$ cat src/rtl/ctrlsoc_pkg.sv
// Shared definitions for the ctrlsoc mlaccel quad-SPI host: register map, FSM encoding
// and byte-packing helpers used by the core.
package ctrlsoc_pkg;

    localparam logic [31:0] MLSPI_BASE = 32'h0300_0000;

    localparam logic [1:0] REG_CTRL   = 2'd0;
    localparam logic [1:0] REG_DATA8  = 2'd1;
    localparam logic [1:0] REG_DATA32 = 2'd2;

    typedef enum logic [2:0] {
        ST_IDLE,
        ST_START,
        ST_TURN,
        ST_SHIFT_OUT,
        ST_SHIFT_IN,
        ST_DONE
    } mlspi_state_e;

    typedef enum logic {
        DIR_WRITE = 1'b0,
        DIR_READ  = 1'b1
    } mlspi_dir_e;

    function automatic logic [2:0] popcnt4(input logic [3:0] v);
        return 3'(v[0]) + 3'(v[1]) + 3'(v[2]) + 3'(v[3]);
    endfunction

    // Strobed bytes packed from the top down so the shifter always emits sr[31:28] next.
    function automatic logic [31:0] pack_tx(input logic [31:0] wdata, input logic [3:0] wstrb);
        logic [31:0] r;
        int k;
        r = '0;
        k = 0;
        for (int i = 0; i < 4; i++) begin
            if (wstrb[i]) begin
                r[31-8*k -: 8] = wdata[8*i +: 8];
                k++;
            end
        end
        return r;
    endfunction

    function automatic logic [31:0] le_word(input logic [31:0] sr);
        return {sr[7:0], sr[15:8], sr[23:16], sr[31:24]};
    endfunction

endpackage

$ cat src/rtl/ctrlsoc_mlspi_sync.sv
// Two-flop synchroniser for the asynchronous accelerator status lines.
module ctrlsoc_mlspi_sync #(
    parameter int unsigned W = 2
) (
    input  logic         clk,
    input  logic         resetn,
    input  logic [W-1:0] d,
    output logic [W-1:0] q
);

    logic [W-1:0] meta_q, meta_d;
    logic [W-1:0] sync_q, sync_d;

    always_comb begin
        meta_d = d;
        sync_d = meta_q;
    end

    always_ff @(posedge clk) begin
        if (!resetn) begin
            meta_q <= '0;
            sync_q <= '0;
        end else begin
            meta_q <= meta_d;
            sync_q <= sync_d;
        end
    end

    assign q = sync_q;

endmodule

$ cat src/rtl/ctrlsoc_mlspi.sv
// Quad-SPI host for the mlaccel PMOD: turns CPU register accesses into nibble-wide
// byte transfers, with chip-select framed by software.
module ctrlsoc_mlspi
    import ctrlsoc_pkg::*;
#(
    parameter int unsigned CLKDIV       = 1,
    parameter int unsigned DUMMY_CYCLES = 2
) (
    input  logic        clk,
    input  logic        resetn,
    input  logic        sel,
    input  logic [3:0]  mem_addr,
    input  logic [3:0]  mem_wstrb,
    input  logic [31:0] mem_wdata,
    output logic [31:0] mem_rdata,
    output logic        mem_ready,
    output logic        ml_clk,
    output logic        ml_csb,
    output logic [3:0]  io_oe,
    output logic [3:0]  io_do,
    input  logic [3:0]  io_di,
    input  logic        ml_irq,
    input  logic        ml_err
);

    localparam logic [15:0] DIV_LOAD   = 16'(CLKDIV - 1);
    localparam logic [7:0]  DUMMY_LOAD = 8'(DUMMY_CYCLES);

    mlspi_state_e state_q, state_d;
    mlspi_dir_e   dir_q, dir_d;
    logic         csb_q, csb_d;
    logic         sck_q, sck_d;
    logic [15:0]  div_q, div_d;
    logic [7:0]   cnt_q, cnt_d;
    logic [7:0]   nib_q, nib_d;
    logic [31:0]  sr_q, sr_d;
    logic         rd_q, rd_d;
    logic         word_q, word_d;
    logic         ready_q, ready_d;
    logic [31:0]  rdata_q, rdata_d;
    logic         err_q, err_d;

    logic irq_s, err_s, busy, tick, sck_rise, sck_fall, err_clr;
    logic unused_addr_lsb;

    assign unused_addr_lsb = &{1'b0, mem_addr[1:0]};

    ctrlsoc_mlspi_sync #(.W(2)) u_sync (
        .clk    (clk),
        .resetn (resetn),
        .d      ({ml_irq, ml_err}),
        .q      ({irq_s, err_s})
    );

    assign busy = (state_q != ST_IDLE);

    always_comb begin
        state_d  = state_q;
        dir_d    = dir_q;
        csb_d    = csb_q;
        sck_d    = sck_q;
        div_d    = div_q;
        cnt_d    = cnt_q;
        nib_d    = nib_q;
        sr_d     = sr_q;
        rd_d     = rd_q;
        word_d   = word_q;
        ready_d  = 1'b0;
        rdata_d  = '0;
        err_clr  = 1'b0;
        tick     = (div_q == 16'd0);
        sck_rise = tick && !sck_q;
        sck_fall = tick && sck_q;

        if (state_q inside {ST_TURN, ST_SHIFT_OUT, ST_SHIFT_IN}) begin
            if (tick) begin
                div_d = DIV_LOAD;
                sck_d = !sck_q;
            end else begin
                div_d = div_q - 16'd1;
            end
        end

        case (state_q)
            ST_IDLE: begin
                sck_d = 1'b0;
                // ready_q still high means the CPU has not yet dropped sel for the last access
                if (sel && !ready_q) begin
                    case (mem_addr[3:2])
                        REG_CTRL: begin
                            ready_d = 1'b1;
                            if (mem_wstrb != 4'b0) begin
                                if (mem_wdata[0]) csb_d = 1'b1;
                                err_clr = mem_wdata[1];
                            end else begin
                                rdata_d = {29'b0, busy, irq_s, err_q};
                            end
                        end
                        REG_DATA8, REG_DATA32: begin
                            state_d = ST_START;
                            rd_d    = (mem_wstrb == 4'b0);
                            word_d  = (mem_addr[3:2] == REG_DATA32);
                            if (mem_wstrb == 4'b0) begin
                                nib_d = (mem_addr[3:2] == REG_DATA32) ? 8'd8 : 8'd2;
                                sr_d  = '0;
                            end else begin
                                nib_d = {4'b0, popcnt4(mem_wstrb), 1'b0};
                                sr_d  = pack_tx(mem_wdata, mem_wstrb);
                            end
                        end
                        default: ready_d = 1'b1;
                    endcase
                end
            end
            ST_START: begin
                if (csb_q) begin
                    csb_d = 1'b0;
                    dir_d = DIR_WRITE;
                end else begin
                    div_d = DIV_LOAD;
                    sck_d = 1'b0;
                    cnt_d = nib_q;
                    if (!rd_q) begin
                        state_d = ST_SHIFT_OUT;
                        dir_d   = DIR_WRITE;
                    end else if (dir_q == DIR_WRITE && DUMMY_LOAD != 8'd0) begin
                        state_d = ST_TURN;
                        cnt_d   = DUMMY_LOAD;
                    end else begin
                        state_d = ST_SHIFT_IN;
                        dir_d   = DIR_READ;
                    end
                end
            end
            ST_TURN: begin
                if (sck_fall) begin
                    if (cnt_q == 8'd1) begin
                        state_d = ST_SHIFT_IN;
                        dir_d   = DIR_READ;
                        cnt_d   = nib_q;
                    end else begin
                        cnt_d = cnt_q - 8'd1;
                    end
                end
            end
            ST_SHIFT_OUT: begin
                if (sck_fall) begin
                    sr_d = {sr_q[27:0], 4'h0};
                    if (cnt_q == 8'd1) begin
                        state_d = ST_DONE;
                        ready_d = 1'b1;
                    end else begin
                        cnt_d = cnt_q - 8'd1;
                    end
                end
            end
            ST_SHIFT_IN: begin
                if (sck_rise) sr_d = {sr_q[27:0], io_di};
                if (sck_fall) begin
                    if (cnt_q == 8'd1) begin
                        state_d = ST_DONE;
                        ready_d = 1'b1;
                        rdata_d = word_q ? le_word(sr_q) : {24'b0, sr_q[7:0]};
                    end else begin
                        cnt_d = cnt_q - 8'd1;
                    end
                end
            end
            ST_DONE: begin
                sck_d   = 1'b0;
                state_d = ST_IDLE;
            end
            default: state_d = ST_IDLE;
        endcase

        // a set from the synchronised error line wins over a software clear
        err_d = err_s ? 1'b1 : (err_clr ? 1'b0 : err_q);
    end

    always_ff @(posedge clk) begin
        if (!resetn) begin
            state_q <= ST_IDLE;
            dir_q   <= DIR_WRITE;
            csb_q   <= 1'b1;
            sck_q   <= 1'b0;
            div_q   <= DIV_LOAD;
            cnt_q   <= '0;
            nib_q   <= '0;
            sr_q    <= '0;
            rd_q    <= 1'b0;
            word_q  <= 1'b0;
            ready_q <= 1'b0;
            rdata_q <= '0;
            err_q   <= 1'b0;
        end else begin
            state_q <= state_d;
            dir_q   <= dir_d;
            csb_q   <= csb_d;
            sck_q   <= sck_d;
            div_q   <= div_d;
            cnt_q   <= cnt_d;
            nib_q   <= nib_d;
            sr_q    <= sr_d;
            rd_q    <= rd_d;
            word_q  <= word_d;
            ready_q <= ready_d;
            rdata_q <= rdata_d;
            err_q   <= err_d;
        end
    end

    assign ml_clk    = sck_q;
    assign ml_csb    = csb_q;
    assign io_oe     = (state_q == ST_SHIFT_OUT) ? 4'hF : 4'h0;
    assign io_do     = (state_q == ST_SHIFT_OUT) ? sr_q[31:28] : 4'h0;
    assign mem_ready = ready_q;
    assign mem_rdata = rdata_q;

endmodule

$ cat config.mk
export PLATFORM = sky130hd
export DESIGN_NAME = ctrlsoc_mlspi
export DESIGN_NICKNAME = d
export VERILOG_FILES = /design/src/rtl/ctrlsoc_pkg.sv /design/src/rtl/ctrlsoc_mlspi_sync.sv /design/src/rtl/ctrlsoc_mlspi.sv
export SDC_FILE = /design/constraint.sdc
export NUM_CORES = 1
export LEC_CHECK = 0
export BUFFER_PORTS_ARGS = -buffer_cell sky130_fd_sc_hd__buf_4
export CAP_MARGIN = 15
export CORE_ASPECT_RATIO = 0.6
export CORE_UTILIZATION = 45
export DETAILED_ROUTE_END_ITERATION = 8
export PLACE_DENSITY_LB_ADDON = 0.2
export SLEW_MARGIN = 30
export SYNTH_ARGS = -nofsm -noshare
export SYNTH_HDL_FRONTEND = slang
export SYNTH_SLANG_ARGS = --single-unit
$ cat constraint.sdc
create_clock -name clk -period 2.97 [get_ports clk]
set_input_delay 0.594 -clock clk [delete_from_list [all_inputs] [get_ports clk]]
set_output_delay 0.594 -clock clk [all_outputs]
set_load 0.01 [all_outputs]
==> results.ini, run 1 <==
[setup_path]
required_ns = 3.25
critPathLaunchType = flip-flop
end_kind = flip-flop
cp_common_cell = or4_1
r2r_start = div_q[10]$_SDFF_PN0_
cp_data_arrival_time_ns = 3.09
cp_top_family = simple AND/OR/NAND/NOR gates
criticalPathCategory = reg2reg
crit_chain = or4_1 -> or2_1 -> nor3_4 -> ha_2 -> a22oi_1 -> o21a_2 -> or4_1 -> a21oi_1
cp_slowest_cell = or4_1
critPathBufInv = 0
max_stage_delay_ns = 0.55
cp-startpoint = div_q[10]$_SDFF_PN0_
cp_max_fo = 10

[grt]
grt_overflow = 0
grt_pass1_vias = 4325
grt_pass1_wl_um = 23800
met2_usage = 0.340
track_usage = 0.254
grtUsageMet1 = 0.401
antenna_found_initial = 0
busiest_layer = met1
met3_usage = 0.0620
grt_start_max_net_pins = 65

[timing]
finalWorstSetupSlack_ns = 0.161
fmax_ghz = 0.356
hold_viol = 0
tightest_slew_ns = 0.643
setup-tns-final_ns = 0
drv_slew = 0
finalCriticalPeriod_ns = 2.81
relSlewSlack = 0.570
fin_crit_sh = 0.946
setup_violations = 0
fin_worst_skew_ns = 0.00815
grt_setup_unrepaired = false

[synthesis]
yosys.area.top_type_share = 0.399
ys_ff_latch = 105
netlist_instances = 607
synth_ff_type = dfxtp_1
synth_cell_types = 69
synth.avg_cell_area_um2 = 8.68
synthTopCellsByArea = dfxtp_1 (40%), and2_1 (4.3%), o21ai_0 (3.9%)
synth_xor_area_frac = 0.0233
ys_seq_area_frac = 0.399
syn_area_um2 = 5270
synth_edf_count = 0
synth-simple-area-share = 0.197
async_flop_share = 0
synth_fa_ha_area_frac = 0.0323
yosys_warnings = 0
synthesis.nets = 669
synthMuxAreaShare = 0.0228
synth_area_leader_cell = dfxtp_1
synth_compound_area_frac = 0.271
synth_top_family_by_area = compound AO/OA/AOI/OAI gates

[final_layout]
num-fill-cells = 1048
areaGrowthSynthToFinish_pct = 20.9
design_area_um2 = 6370
nets = 735
final_cell_mix = dfxtp_1 (105), buf_4 (101), nor2_1 (45), o21ai_0 (41), nand2_1 (38)
drive_gt1_frac = 0.201
n_antenna_cell = 0
final_core_util = 0.562
layout_commonest_cell = dfxtp_1

[clock_tree]
cts_buffers = 9
cts_root_buffer = clkbuf_16
cts_hold_buf = 0
clock_latency_ns = 0.35
path_clk_slew_ns = 0.08
clk_path_buf_depth = 2
cts_tree = yes
cts_sinks = 105
htreeDepth = 3
cts_setup_buffers = 0

[route]
drt_iter0_drc = 675
drcViolationCount = 0
via_count = 4981
wl_per_cell_um = 18.2
drt_wl_total_um = 15200
detail-route-antenna-nets = 0
avgViaCountPerCell = 5.94
drtPass1Iterations = 5

[place]
place.detailed.hpwl_um = 11100
pre_cts_ws_ns = 0.132
gp_congestion = 0.906
io_buffers = 89
place_area_um2 = 6040

[floorplanning]
die_w_um = 142
num_rows = 30
fp.coreArea_um2 = 11300
ios = 92
die_area_um2 = 12200
initial_utilization = 0.465
die_h_um = 85.8

[power_and_ir_drop]
ir_drop_v = 0.000451
p_total_mw = 5.54
power.density_nw_per_um2 = 870
p_leak_nw = 2.53

[run_status]
status = finished clean

[min_path]
hp-class = reg2reg
holdCritStartpoint = u_sync.meta_q[1]$_SDFF_PN0_

[job]
maxCapViolations = 0

worst reg2reg max path, stage by stage, from the launching register on:
cell and delay, ns:
dfxtp_1 0.34, or4_1 0.55, or2_1 0.27, nor3_4 0.22, ha_2 0.24, a22oi_1 0.11, o21a_2 0.31, or4_1 0.53
a21oi_1 0.17
through the flow:
step / hold WS, ns / std cells
3_3_place_gp: 0.415 / 822
2_1_floorplan: 0.412 / 607
6_report: 0.438 / 838
4_1_cts: 0.440 / 838
3_5_place_dp: 0.420 / 822
5_1_grt: 0.455 / 838
layout make-up:
| cell class | instances | area, µm² | area share |
|---|---|---|---|
| Clock buffer | 9 | 225 | 0.0353 |
| Clock inverter | 7 | 80.1 | 0.0126 |
| Inverter | 19 | 71.3 | 0.0112 |
| Multi-Input combinational cell | 436 | 2910 | 0.457 |
| Sequential cell | 105 | 2100 | 0.330 |
| Tap cell | 160 | 200 | 0.0314 |
| Timing Repair Buffer | 102 | 778 | 0.122 |
registers in the layout, summed over array words and instances (netlist names):
signal / flops
div_q: 16
word_q: 1
ml_csb: 1
err_q: 1
sr_q: 32
u_sync.meta_q: 2
nib_q: 3
u_sync.q: 2
state_q: 3
rd_q: 1
ml_clk: 1
mem_rdata: 32
cnt_q: 8
mem_ready: 1
dir_q: 1
repair_timing:
action	CTS	global route
gates resized for setup	0	4
setup endpoints to repair	0	4
endpoints found under the hold margin	0	0
synth_stat cells (3+ instances only):
| master | number |
|---|---|
| a211oi_1 | 4 |
| a21o_1 | 10 |
| a21oi_1 | 35 |
| a22o_1 | 16 |
| a22oi_1 | 24 |
| a31oi_1 | 11 |
| a32oi_1 | 15 |
| and2_1 | 36 |
| and3b_1 | 4 |
| buf_1 | 5 |
| buf_2 | 13 |
| buf_4 | 4 |
| clkbuf_1 | 22 |
| dfxtp_1 | 105 |
| ha_1 | 12 |
| inv_1 | 19 |
| mux2i_1 | 12 |
| nand2_1 | 38 |
| nand2b_1 | 8 |
| nand3_1 | 12 |
| nor2_1 | 46 |
| nor2b_1 | 5 |
| nor3_1 | 5 |
| nor4_1 | 6 |
| o211ai_1 | 22 |
| o21ai_0 | 41 |
| o31ai_1 | 3 |
| or4_1 | 4 |
| xnor2_1 | 9 |
| xor2_1 | 5 |
cell families (layout without fill, tap and decap cells):
group,count (synthesis),after routing
and+or+nand+nor,189,189
buffers and inverters,66,137
muxes,12,12
adders and majority gates,13,13
AOI/OAI and AO/OA,208,208
xor gates and xnor gates,14,14
DFF,105,105
power breakdown:
| part | switching [mW] | internal, mW |
|---|---|---|
| sequential | 0.336 | 1.70 |
| combinational | 1.37 | 0.927 |
| clock | 0.609 | 0.600 |
| total | 2.32 | 3.23 |
per-layer routing:
metal  up-vias  part of all wire
met4         0             0.010
met3        18              0.11
met1      2351              0.50
met2       256              0.39
li1       2356                 -
met5         -                 0
path summary, 6_finish.rpt:
check                           end  slack, ns  cells past startpoint
max reg2reg   cnt_q[4]$_SDFFE_PN0P_       0.16                      8
max           cnt_q[4]$_SDFFE_PN0P_       0.16                      8
min reg2reg  u_sync.q[1]$_SDFF_PN0_       0.44                      1
min          u_sync.q[1]$_SDFF_PN0_       0.44                      1
No activity file was read; power rests on OpenSTA's default activity.
==> inputs of run 2 (changes only) <==
--- a/config.mk
+++ b/config.mk
@@ -10,6 +10,7 @@
 export CORE_ASPECT_RATIO = 0.6
 export CORE_UTILIZATION = 45
 export DETAILED_ROUTE_END_ITERATION = 8
+export GPL_TIMING_DRIVEN = 0
 export PLACE_DENSITY_LB_ADDON = 0.2
 export SLEW_MARGIN = 30
 export SYNTH_ARGS = -nofsm -noshare
==> run 2 against run 1 <==
Net effect: final cell count is 3.8% higher; die area stayed put; routed wire length is 7.8% higher; hold slack worse by 0.0015 ns; count of clock-buffer cells in the layout stayed put; highest routed layer unchanged; via count is 4.5% higher.
==> results.ini, run 2 (synthesis gave the netlist of run 1 again) <==
[run_status]
status = finished clean

[floorplanning]
die_h_um = 85.8  ; unchanged
ios = 92  ; unchanged
die_area_um2 = 12200  ; unchanged
fp.coreArea_um2 = 11300  ; unchanged
die_w_um = 142  ; unchanged
initial_utilization = 0.465  ; unchanged
num_rows = 30  ; unchanged

[clock_tree]
cts_hold_buf = 0  ; unchanged
path_clk_slew_ns = 0.08  ; about the same
cts_buffers = 9  ; unchanged
clk_path_buf_depth = 2  ; unchanged
cts_tree = yes
clock_latency_ns = 0.36  ; about the same
htreeDepth = 3  ; unchanged
cts_setup_buffers = 0  ; unchanged
cts_sinks = 105  ; unchanged
post_cts_resized = 8  ; +8
cts_root_buffer = clkbuf_16

[final_layout]
final_cell_mix = dfxtp_1 (105), buf_4 (92), nor2_1 (46), o21ai_0 (39), nand2_1 (38)
seq_area_um2 = 2100  ; unchanged
multi_input_area_um2 = 2930  ; +0.56%
num-fill-cells = 1040  ; -0.76%
nets = 767  ; +4.4%
drive_gt1_frac = 0.207  ; +0.00645
areaGrowthSynthToFinish_pct = 23.3
n_antenna_cell = 0  ; unchanged
layout_commonest_cell = dfxtp_1

[setup_path]
ff2ff_setup_slack_ns = 0.11  ; -0.06 ns
end_kind = flip-flop
cp_slowest_cell = or4_1
cp-startpoint = div_q[10]$_SDFF_PN0_
max_stage_delay_ns = 0.59  ; +0.04 ns
cp_common_cell = or4_1
criticalPathCategory = reg2reg
r2r_start = div_q[10]$_SDFF_PN0_
required_ns = 3.26  ; about the same
cp_data_arrival_time_ns = 3.15  ; +0.06 ns
cp_max_fo = 10  ; unchanged
critPathLaunchType = flip-flop
reg2regPathDepth = 9  ; +1
worstSetupEndpoint = cnt_q[4]$_SDFFE_PN0P_
crit_chain = or4_1 -> or2_1 -> nor3_4 -> ha_4 -> a22oi_1 -> o21a_1 -> buf_6 -> or4_1 -> a21oi_1
reg2reg_to = cnt_q[4]$_SDFFE_PN0P_

[timing]
drv_slew = 0  ; unchanged
fin_crit_sh = 0.965  ; +0.0188
finalCriticalPeriod_ns = 2.86  ; +0.0558 ns
setup_violations = 0  ; unchanged
finalWorstSetupSlack_ns = 0.105  ; -0.0558 ns
fmax_ghz = 0.349  ; -1.9%
fin_worst_skew_ns = 0.00873  ; +0.000577 ns
hold_viol = 0  ; unchanged
relSlewSlack = 0.467  ; -0.104
tightest_slew_ns = 0.800  ; +0.156 ns

[route]
via_count = 5207  ; +4.5%
drt_iter0_drc = 456  ; -32%
drt_wl_total_um = 16400  ; +7.8%
drcViolationCount = 0  ; unchanged
drtPass1Iterations = 6  ; +1
wl_per_cell_um = 18.9  ; +3.9%
avgViaCountPerCell = 5.99  ; +0.69%
detail-route-antenna-nets = 0  ; unchanged

[grt]
grt_pass1_vias = 4630  ; +7.1%
grt_start_max_net_pins = 23  ; -65%
track_usage = 0.274  ; +0.0192
grt_pass1_wl_um = 25500  ; +7.0%
grt_overflow = 0  ; unchanged
antenna_found_initial = 0  ; unchanged

[power_and_ir_drop]
p_leak_nw = 2.61  ; +3.0%
power.density_nw_per_um2 = 881  ; +1.2%
p_total_mw = 5.72  ; +3.2%
ir_drop_v = 0.000390  ; -13%

[place]
gp_congestion = 0.999  ; +10%
pre_cts_ws_ns = -0.345  ; -0.477 ns
io_buffers = 88  ; -1.1%
place.detailed.hpwl_um = 12600  ; +13%

[min_path]
holdCritStartpoint = u_sync.meta_q[1]$_SDFF_PN0_
hp-class = reg2reg

[job]
maxCapViolations = 0  ; unchanged

run 2: layout make-up:
type,count,area share
buffer,46,0.0339
clock buffer,9,0.0347
clock inverter,7,0.0137
inverter,19,0.0110
multi-input combinational,436,0.451
sequential,105,0.323
tap,160,0.0308
timing repair buffer,88,0.102
run 2: critical path: cells and delay by family, from the launching register on:
kind / cells / cell delay [ns]
flip-flops: 1 / 0.35
buffers and inverters: 1 / 0.13
adder cells (fa/ha/maj): 1 / 0.22
AO/OA/AOI/OAI: 3 / 0.45
AND/OR/NAND/NOR: 4 / 1.65
run 2: worst min path at each step:
stage | end | cells after the start | slack (ns)
floorplan | u_sync.q[0]$_SDFF_PN0_ | 1 | 0.41
global placement | u_sync.q[0]$_SDFF_PN0_ | 1 | 0.42
detailed placement | u_sync.q[1]$_SDFF_PN0_ | 1 | 0.42
CTS | u_sync.meta_q[1]$_SDFF_PN0_ | 2 | 0.44
global route | u_sync.meta_q[1]$_SDFF_PN0_ | 2 | 0.45
finish | u_sync.q[1]$_SDFF_PN0_ | 1 | 0.44
run 2: power by group:
part | switching, mW | total (mW) | internal [mW]
Sequential | 0.303 | 2.00 | 1.70
Clock | 0.642 | 1.26 | 0.614
Combinational | 1.52 | 2.46 | 0.939
run 2: routing by layer:
metal  GRT usage  wire [µm]
met1       0.415       8040
met2       0.362       6300
met3      0.0955       1940
met4      0.0596        153
met5           0          0
run 2: stage by stage:
stage	instances	TNS (ns)	hold WS [ns]	instance area, µm²	utilization
floorplan	607	0	0.412	5270	-
global placement	855	-4.65	0.417	6130	0.541
detailed placement	855	-6.87	0.422	6130	0.541
CTS	871	0	0.438	6470	0.571
global route	870	-0.00660	0.451	6500	0.573
finish	870	0	0.437	6500	0.573
